**config.mk**
```make
export PLATFORM = sky130hd
export DESIGN_NAME = ssd_scan_ctrl_flat
export DESIGN_NICKNAME = d
export VERILOG_FILES = /design/src/rtl/ssd_scan_ctrl_pkg.sv /design/src/rtl/ssd_scan_ctrl_if.sv /design/src/rtl/ssd_scan_ctrl_dwell_counter.sv /design/src/rtl/ssd_scan_ctrl.sv /design/src/flat_wrapper.sv
export SDC_FILE = /design/constraint.sdc
export NUM_CORES = 1
export LEC_CHECK = 0
export BUFFER_PORTS_ARGS = -buffer_cell sky130_fd_sc_hd__buf_2
export CELL_PAD_IN_SITES_DETAIL_PLACEMENT = 0
export CELL_PAD_IN_SITES_GLOBAL_PLACEMENT = 1
export CORE_ASPECT_RATIO = 0.9
export CORE_UTILIZATION = 40
export CTS_BUF_LIST = sky130_fd_sc_hd__clkbuf_4
export DETAILED_ROUTE_END_ITERATION = 16
export PLACE_DENSITY_LB_ADDON = 0.05
export SLEW_MARGIN = 15
export SYNTH_ARGS = -nofsm -noshare
export SYNTH_HDL_FRONTEND = slang
export SYNTH_SLANG_ARGS = --single-unit
```
**constraint.sdc**
```tcl
create_clock -name clk -period 2.7 [get_ports clk]
set_clock_uncertainty 0.1 [all_clocks]
set_input_delay 0.54 -clock clk [delete_from_list [all_inputs] [get_ports clk]]
set_output_delay 0.54 -clock clk [all_outputs]
set_load 0.05 [all_outputs]
```
**src/rtl/ssd_scan_ctrl_pkg.sv**
```systemverilog
// Shared definitions for the seven-segment display path (scan controller,
// anode decoder, cathode decoder).
package ssd_pkg;

    localparam int NUM_DIGITS = 8;
    localparam int IDX_W      = 3;
    localparam int NIBBLE_W   = 4;

    typedef enum logic [1:0] {
        IDLE,
        SHOW,
        GAP
    } state_t;

    typedef logic [IDX_W-1:0]    idx_t;
    typedef logic [NIBBLE_W-1:0] nibble_t;

endpackage

```
**src/rtl/ssd_scan_ctrl_if.sv**
```systemverilog
// Display-data and scan-output bundle between the display top level and
// the scan controller.
interface ssd_scan_ctrl_if;
    import ssd_pkg::*;

    logic                           enable;
    logic [NUM_DIGITS*NIBBLE_W-1:0] data_in;
    logic [NUM_DIGITS-1:0]          digit_en;
    logic [NUM_DIGITS-1:0]          dp_in;
    idx_t                           refreshcounter;
    nibble_t                        digit_value;
    logic                           dp_out;
    logic                           blank;
    logic                           frame_start;

    modport master (
        output enable, data_in, digit_en, dp_in,
        input  refreshcounter, digit_value, dp_out, blank, frame_start
    );

    modport slave (
        input  enable, data_in, digit_en, dp_in,
        output refreshcounter, digit_value, dp_out, blank, frame_start
    );

endinterface

```
**src/rtl/ssd_scan_ctrl_dwell_counter.sv**
```systemverilog
// Terminal-count counter: counts 0..MAX-1 while enabled, wraps on terminal
// count; clear has priority over enable.
module ssd_dwell_counter #(
    parameter int unsigned MAX = 1
) (
    input  logic clk,
    input  logic rst_n,
    input  logic clr,
    input  logic en,
    output logic tc
);

    localparam int unsigned W = $clog2(MAX + 1);

    logic [W-1:0] count;

    assign tc = (count == W'(MAX - 1));

    always_ff @(posedge clk or negedge rst_n) begin
        if (!rst_n) begin
            count <= '0;
        end else if (clr) begin
            count <= '0;
        end else if (en) begin
            count <= tc ? '0 : count + 1'b1;
        end
    end

endmodule

```
**src/rtl/ssd_scan_ctrl.sv**
```systemverilog
// Seven-segment multiplexing scan controller: steps the digit index, drives
// the digit nibble/dp/blank and double-buffers display data per frame.
module ssd_scan_ctrl
    import ssd_pkg::*;
#(
    parameter int unsigned PRESCALE     = 100000,
    parameter int unsigned BLANK_CYCLES = 1000
) (
    input  logic           clk,
    input  logic           rst_n,
    ssd_scan_ctrl_if.slave bus
);

    localparam bit HAS_GAP = (BLANK_CYCLES > 0);

    state_t                         state, state_n;
    idx_t                           idx, idx_n;
    logic                           load, fs_n;
    logic [NUM_DIGITS*NIBBLE_W-1:0] sh_data, data_sel;
    logic [NUM_DIGITS-1:0]          sh_en, en_sel;
    logic [NUM_DIGITS-1:0]          sh_dp, dp_sel;
    logic                           blank_q, blank_n;
    nibble_t                        val_q, val_n;
    logic                           dp_q, dp_n;
    logic                           fs_q;
    logic                           dwell_tc, gap_tc;

    ssd_dwell_counter #(.MAX(PRESCALE)) u_dwell (
        .clk   (clk),
        .rst_n (rst_n),
        .clr   (!bus.enable || (state != SHOW)),
        .en    (state == SHOW),
        .tc    (dwell_tc)
    );

    generate
        if (HAS_GAP) begin : g_gap
            ssd_dwell_counter #(.MAX(BLANK_CYCLES)) u_gap (
                .clk   (clk),
                .rst_n (rst_n),
                .clr   (!bus.enable || (state != GAP)),
                .en    (state == GAP),
                .tc    (gap_tc)
            );
        end else begin : g_nogap
            assign gap_tc = 1'b0;
        end
    endgenerate

    always_ff @(posedge clk or negedge rst_n) begin
        if (!rst_n) begin
            state   <= IDLE;
            idx     <= '0;
            sh_data <= '0;
            sh_en   <= '0;
            sh_dp   <= '0;
            blank_q <= 1'b1;
            val_q   <= '0;
            dp_q    <= 1'b0;
            fs_q    <= 1'b0;
        end else begin
            state   <= state_n;
            idx     <= idx_n;
            if (load) begin
                sh_data <= bus.data_in;
                sh_en   <= bus.digit_en;
                sh_dp   <= bus.dp_in;
            end
            blank_q <= blank_n;
            val_q   <= val_n;
            dp_q    <= dp_n;
            fs_q    <= fs_n;
        end
    end

    always_comb begin
        state_n = state;
        idx_n   = idx;
        load    = 1'b0;
        fs_n    = 1'b0;
        if (!bus.enable) begin
            state_n = IDLE;
            idx_n   = '0;
        end else begin
            case (state)
                IDLE: begin
                    state_n = SHOW;
                    idx_n   = '0;
                    load    = 1'b1;
                    fs_n    = 1'b1;
                end
                SHOW: begin
                    if (dwell_tc) begin
                        if (HAS_GAP) begin
                            state_n = GAP;
                        end else begin
                            idx_n = idx + 1'b1;
                            load  = (idx == IDX_W'(NUM_DIGITS - 1));
                            fs_n  = (idx == IDX_W'(NUM_DIGITS - 1));
                        end
                    end
                end
                GAP: begin
                    if (gap_tc) begin
                        state_n = SHOW;
                        idx_n   = idx + 1'b1;
                        load    = (idx == IDX_W'(NUM_DIGITS - 1));
                        fs_n    = (idx == IDX_W'(NUM_DIGITS - 1));
                    end
                end
                default: begin
                    state_n = IDLE;
                    idx_n   = '0;
                end
            endcase
        end
    end

    // Registered outputs look through to the incoming data on a latch edge so
    // the first digit of a frame already shows the freshly latched values.
    always_comb begin
        data_sel = load ? bus.data_in  : sh_data;
        en_sel   = load ? bus.digit_en : sh_en;
        dp_sel   = load ? bus.dp_in    : sh_dp;
        blank_n  = (state_n != SHOW) || !en_sel[idx_n];
        val_n    = data_sel[idx_n*NIBBLE_W +: NIBBLE_W];
        dp_n     = dp_sel[idx_n];
    end

    assign bus.refreshcounter = idx;
    assign bus.digit_value    = val_q;
    assign bus.dp_out         = dp_q;
    assign bus.blank          = blank_q;
    assign bus.frame_start    = fs_q;

endmodule

```
**src/flat_wrapper.sv**
```systemverilog
// flat-port wrapper written by rule: the top's interface ports become plain ports
module ssd_scan_ctrl_flat import ssd_pkg::*;
#(
    parameter int unsigned PRESCALE     = 100000,
    parameter int unsigned BLANK_CYCLES = 1000
)
  (clk, rst_n, bus_enable, bus_data_in, bus_digit_en, bus_dp_in, bus_refreshcounter, bus_digit_value, bus_dp_out, bus_blank, bus_frame_start);
  ssd_scan_ctrl_if bus_i ();
  input  logic clk;
  input  logic rst_n;
  input wire logic [$bits(bus_i.enable)-1:0] bus_enable;
  input wire logic [$bits(bus_i.data_in)-1:0] bus_data_in;
  input wire logic [$bits(bus_i.digit_en)-1:0] bus_digit_en;
  input wire logic [$bits(bus_i.dp_in)-1:0] bus_dp_in;
  output wire logic [$bits(bus_i.refreshcounter)-1:0] bus_refreshcounter;
  output wire logic [$bits(bus_i.digit_value)-1:0] bus_digit_value;
  output wire logic [$bits(bus_i.dp_out)-1:0] bus_dp_out;
  output wire logic [$bits(bus_i.blank)-1:0] bus_blank;
  output wire logic [$bits(bus_i.frame_start)-1:0] bus_frame_start;
  assign bus_i.enable = bus_enable;
  assign bus_i.data_in = bus_data_in;
  assign bus_i.digit_en = bus_digit_en;
  assign bus_i.dp_in = bus_dp_in;
  assign bus_refreshcounter = bus_i.refreshcounter;
  assign bus_digit_value = bus_i.digit_value;
  assign bus_dp_out = bus_i.dp_out;
  assign bus_blank = bus_i.blank;
  assign bus_frame_start = bus_i.frame_start;
  ssd_scan_ctrl #(.PRESCALE(PRESCALE), .BLANK_CYCLES(BLANK_CYCLES)) u_core (.clk(clk), .rst_n(rst_n), .bus(bus_i));
endmodule
```
After elaboration in Yosys (flattened, before gate mapping)
Cells that the tools add are included.

word-level totals
  register bits = 87
  output and inout port bits = 10

cells by class
  $add $sub $neg = 3
  order comparisons = 1
  equal/unequal tests = 8
  shift-type cells = 1
  mux-type cells = 23
  reduce and logical (&&, ||, !) cells = 8

operators by type and width
  kind                                                         number
  two-way mux 17 bit                                           3
  two-way mux 32 bit                                           1
  indexed part select 32 x 6 -> 4 bit                          1
  two-way mux 10 bit                                           3
  adder 17 x 1 -> 17 bit (second input constant)               1
  equality test 17 bit (second input constant)                 1
  two-way mux 8 bit                                            2
  adder 10 x 1 -> 10 bit (second input constant)               1
  equality test 10 bit (second input constant)                 1
  binary-select mux 1 bit (select 3 bit)                       2
  two-way mux 2 bit                                            3
  two-way mux 3 bit                                            2
  one-hot mux 2 bit (3 select lines)                           1
  one-hot mux 3 bit (2 select lines)                           1
  less-than comparator 3 x 4 -> 1 bit (second input constant)  1
  two-way mux 1 bit                                            4
  != test 2 x 1 -> 1 bit (second input constant)               2
  nonzero test 2 bit                                           2
  adder 3 x 1 -> 3 bit (second input constant)                 1
  equality test 3 bit (second input constant)                  1
  logical OR 1 bit                                             3
  equality test 2 x 1 -> 1 bit (second input constant)         1
  equality test 2 bit (second input constant)                  1
  logical NOT 1 bit                                            2
  other kinds (3)                                              3

Longest topological paths before layout
  depth after elaboration = 9
  depth in mapped cells = 12

Modules after synthesis
From an unflattened synthesis, not the netlist that was laid out.

second synthesis, totals
  cells, all modules = 437
  area, all modules = 4,444.3 µm²

by module, submodules not included
  module                                  instances  cells an instance  area an instance (µm²)  sequential area each (µm²)
  ssd_scan_ctrl                           1          281                2,855.2                 1,502.7
  ssd_dwell_counter (u_core.u_dwell)      1          99                 1,014.7                 425.4
  ssd_dwell_counter (u_core.g_gap.u_gap)  1          57                 574.3                   250.2

Worst setup path before layout
Ideal clock, no wire load.

  path type = flip-flop to flip-flop
  from = register u_core.idx[0], in the netlist u_core.bus.refreshcounter[0]
  to = register u_core.val_q[0], in the netlist u_core.bus.digit_value[0]
  setup time = 124 ps
  data arrival time = 2,453 ps
  path slack = 23 ps
  stages on the path, launching flop included = 10
  clock period less this slack = 2,677 ps
  cell sequence = dfrtp_1 -> ha_1 -> ha_1 -> nand4_1 -> o21ai_4 -> buf_6 -> mux2_1 -> mux2_1 -> a21oi_1 -> a2bb2oi_1

between the ends
  word-level cells in the longest chain between the ends = 6

ends and longest elaborated chain
  what                                 RTL line              RTL
  from (decl)                          ssd_scan_ctrl.sv:17   idx_t idx, idx_n;
  from (signal assigned)               ssd_scan_ctrl.sv:63   idx <= idx_n;
  equality test 3 bit                  -
  two-way mux 1 bit                    ssd_scan_ctrl.sv:104  if (gap_tc) begin
  one-hot mux 1 bit (2 select lines)   ssd_scan_ctrl.sv:85   case (state)
  two-way mux 1 bit                    ssd_scan_ctrl.sv:81   if (!bus.enable) begin
  two-way mux 32 bit                   -
  net u_core.data_sel[0]               ssd_scan_ctrl.sv:19   logic [NUM_DIGITS*NIBBLE_W-1:0] sh_data, data_sel;
  indexed part select 32 x 6 -> 4 bit  ssd_scan_ctrl.sv:126  val_n = data_sel[idx_n*NIBBLE_W +: NIBBLE_W];
  net u_core.val_n[0]                  ssd_scan_ctrl.sv:23   nibble_t val_q, val_n;
  to (signal assigned)                 ssd_scan_ctrl.sv:70   val_q <= val_n;
  to (decl)                            ssd_scan_ctrl.sv:23

The timed path passes the listed nets, and every way through them passes these cells.
A chain may end at the register's enable or synchronous reset.

Worst setup path in the final report
  from = register u_core.state[1]
  to = register u_core.val_q[1], in the netlist u_core.bus.digit_value[1]

between the ends
  word-level cells in the longest chain between the ends = 5

ends and longest elaborated chain
  what                                                             RTL line              RTL
  from (decl)                                                      ssd_scan_ctrl.sv:16   state_t state, state_n;
  from (signal assigned)                                           ssd_scan_ctrl.sv:62   state <= state_n;
  equality test 2 bit / logical NOT 2 bit (equally long branches)  ssd_scan_ctrl.sv:85
  one-hot mux 1 bit (2 select lines)                               ssd_scan_ctrl.sv:85
  two-way mux 1 bit                                                ssd_scan_ctrl.sv:81
  two-way mux 32 bit                                               -
  indexed part select 32 x 6 -> 4 bit *                            ssd_scan_ctrl.sv:126
  net u_core.val_n[1]                                              ssd_scan_ctrl.sv:23

The timed path passes the listed nets; every way through them passes the cells marked *.

==> qor.csv <==
metric;value;unit
fp.dieH;101;um
synthFlopType;dfrtp_1;
setup_violations;0;
diodes;0;
place_hpwl;6.44;mm
gp_congestion;0.745;
final_area;5080;um2
grt-ovfl-total;0;
initial_core_util;41.7;%
grt_pass1_wl;15.2;mm
status;finished, final reports clean;
final_antenna_net_count;0;
ys_warn_count;0;
final_cell_mix;dfrtp_1, buf_2, nor2_1;
register_area;2180;um2
cts.sinks;87;
final_nets;499;
cts_root_buffer;clkbuf_4;
yosysSeqAreaShare;50.1;%
drv_slew;0;
tightest_slew;0.540;ns
min_path_type;in2reg;
dpl-instance-area;4860;um2
maxClockFrequency;380;MHz
synth_nets;422;
fin_cells;574;
clock_latency;0.44;ns
ioPinCount;61;
syn_area_per_cell;12.0;um2
track_usage;17.7;%
synthCells;363;
grt_pass1_vias;2904;
cts_buffers;9;
cp.required;2.93;ns
power.leakage;2.28;nW
cts_tree;yes;
multiInputGateArea;2040;um2
via_count;2908;
synthToLayoutAreaGrowth;17.0;%
wl;9.02;mm
irDropWorstVdd;0.453;mV
vias_per_cell;5.07;
cp.arrival;2.86;ns
grt_max_degree;45;
dp_cells;552;
final_common_cell;dfrtp_1;
finalCritPeriodShare;97.4;%
async_flop_share;100;%
syn_area;4350;um2
clockBufferDepth;2;
num_rows;35;
ys_ff_latch;87;
finalHoldViolCount;0;
startpoint_type;flop;
synth_edf_count;0;
fin_crit;2.63;ns
port_buffers;60;
die_w;112;um
drive_gt1_share;31.5;%
end_kind;flop;
drv_cap;0;
core_area;10400;um2
dieArea;11300;um2
htreeDepth;3;
drt_iter0_drc;126;
worst_hold_slack;0.229;ns
first_pass_iters;4;
worstPathMaxFanout;13;
power_density;723;nW/um2
synth_cell_type_count;54;
nFillCells;974;
post_drt_wl_per_cell;15.7;um
antenna_found_initial;0;
drc;0;
clkTransAtPathRegs;0.14;ns
critPathKind;reg2reg;
relSlewSlack;63.9;%
==> Yosys cell counts, types with 7 or more instances <==
master,count,area share (%)
a21oi_1,8,0.92
dfrtp_1,86,50
mux2i_1,25,5.8
nor2_1,33,2.8
mux2_2,30,7.8
nand3_1,17,2.0
xnor2_1,8,1.6
inv_1,7,0.60
xor2_1,15,3.0
mux2_1,26,6.7
nand2_1,20,1.7
ha_1,8,2.3
and3_1,7,1.0
==> layer usage <==
layer  global-route usage, %  share of wire [%]
met5                       0                  0
met4                    4.05               0.94
met3                    5.17                3.4
met2                    29.1                 47
met1                    23.2                 49
==> report_power, final <==
part | internal (W) | leakage [nW] | switching, W
logic | 0.000485 | 1.10 | 0.000557
registers | 0.00166 | 1.09 | 0.000134
clock network | 0.000398 | 0.0875 | 0.000445
==> sequential cells by signal, indices dropped and copies added (netlist names) <==
signal                     flops
u_core.state                   2
u_core.bus.frame_start         1
u_core.sh_dp                   8
u_core.sh_en                   8
u_core.bus.blank               1
u_core.bus.dp_out              1
u_core.sh_data                32
u_core.u_dwell.count          17
u_core.g_gap.u_gap.count      10
u_core.bus.refreshcounter      3
u_core.bus.digit_value         4
==> final timing paths <==
path	slack (ns)	from	cells past startpoint	to
worst max-delay path	0.07	u_core.state[1]	11	u_core.bus.digit_value[1]
worst min-delay path	0.23	bus_digit_en[3]	2	u_core.sh_en[3]
worst max register to register	0.07	u_core.state[1]	11	u_core.bus.digit_value[1]
worst min register to register	0.37	u_core.u_dwell.count[0]	1	u_core.u_dwell.count[0]
max in group asynchronous	1.38	rst_n	3	u_core.sh_data[12]
min in group asynchronous	0.50	rst_n	2	u_core.u_dwell.count[14]
==> cell type report <==
type | instances | share of cell area (%)
timing repair buffer | 80 | 9.94
clock inverter | 5 | 1.60
tap | 129 | 3.17
sequential | 87 | 42.8
inverter | 9 | 0.714
multi-input combinational | 253 | 40.1
clock buffer | 11 | 1.62
==> critical path: stages (launching register included) <==
cell and delay (ns):
dfrtp_1 0.45, inv_1 0.10, ha_1 0.25, nor2b_1 0.08, a211oi_2 0.31, o211ai_4 0.13, buf_12 0.15, inv_4 0.12
buf_12 0.17, mux2_4 0.30, o211ai_1 0.24, a2bb2oi_1 0.10
==> through the flow <==
stage | setup TNS (ns) | worst slack (ns) | utilization, % | power (W)
finish | 0 | 0.0713 | 48.8 | 0.00368
global route | -0.00431 | -0.00431 | 48.8 | 0.00392
CTS | 0 | 0.0581 | 48.3 | 0.00373
detailed placement | 0 | 0.0897 | 46.6 | 0.00287
global placement | 0 | 0.140 | 46.6 | 0.00285
floorplan | 0 | 0.0227 | - | 0.00259
==> repair_timing <==
| action | 4_1_cts | 5_1_grt |
|---|---|---|
| hold buffers | 1 | 0 |
| setup buffers | 0 | 5 |
| hold endpoints to repair | 38 | 0 |
| resized for setup | 0 | 0 |
| setup endpoints to repair | 0 | 1 |
==> cell families (layout without fill, tap and decap cells) <==
kind of cell | after synthesis | in the layout | synth area share, %
buffers and inverters | 23 | 105 | 2.96
DFF | 87 | 87 | 50.1
adders and majority gates | 8 | 8 | 2.30
muxes | 84 | 84 | 21.5
AOI/OAI and AO/OA | 36 | 36 | 6.74
xor gates and xnor gates | 23 | 23 | 4.63
and+or+nand+nor | 102 | 102 | 11.8
(Power assumes the default switching activity.)
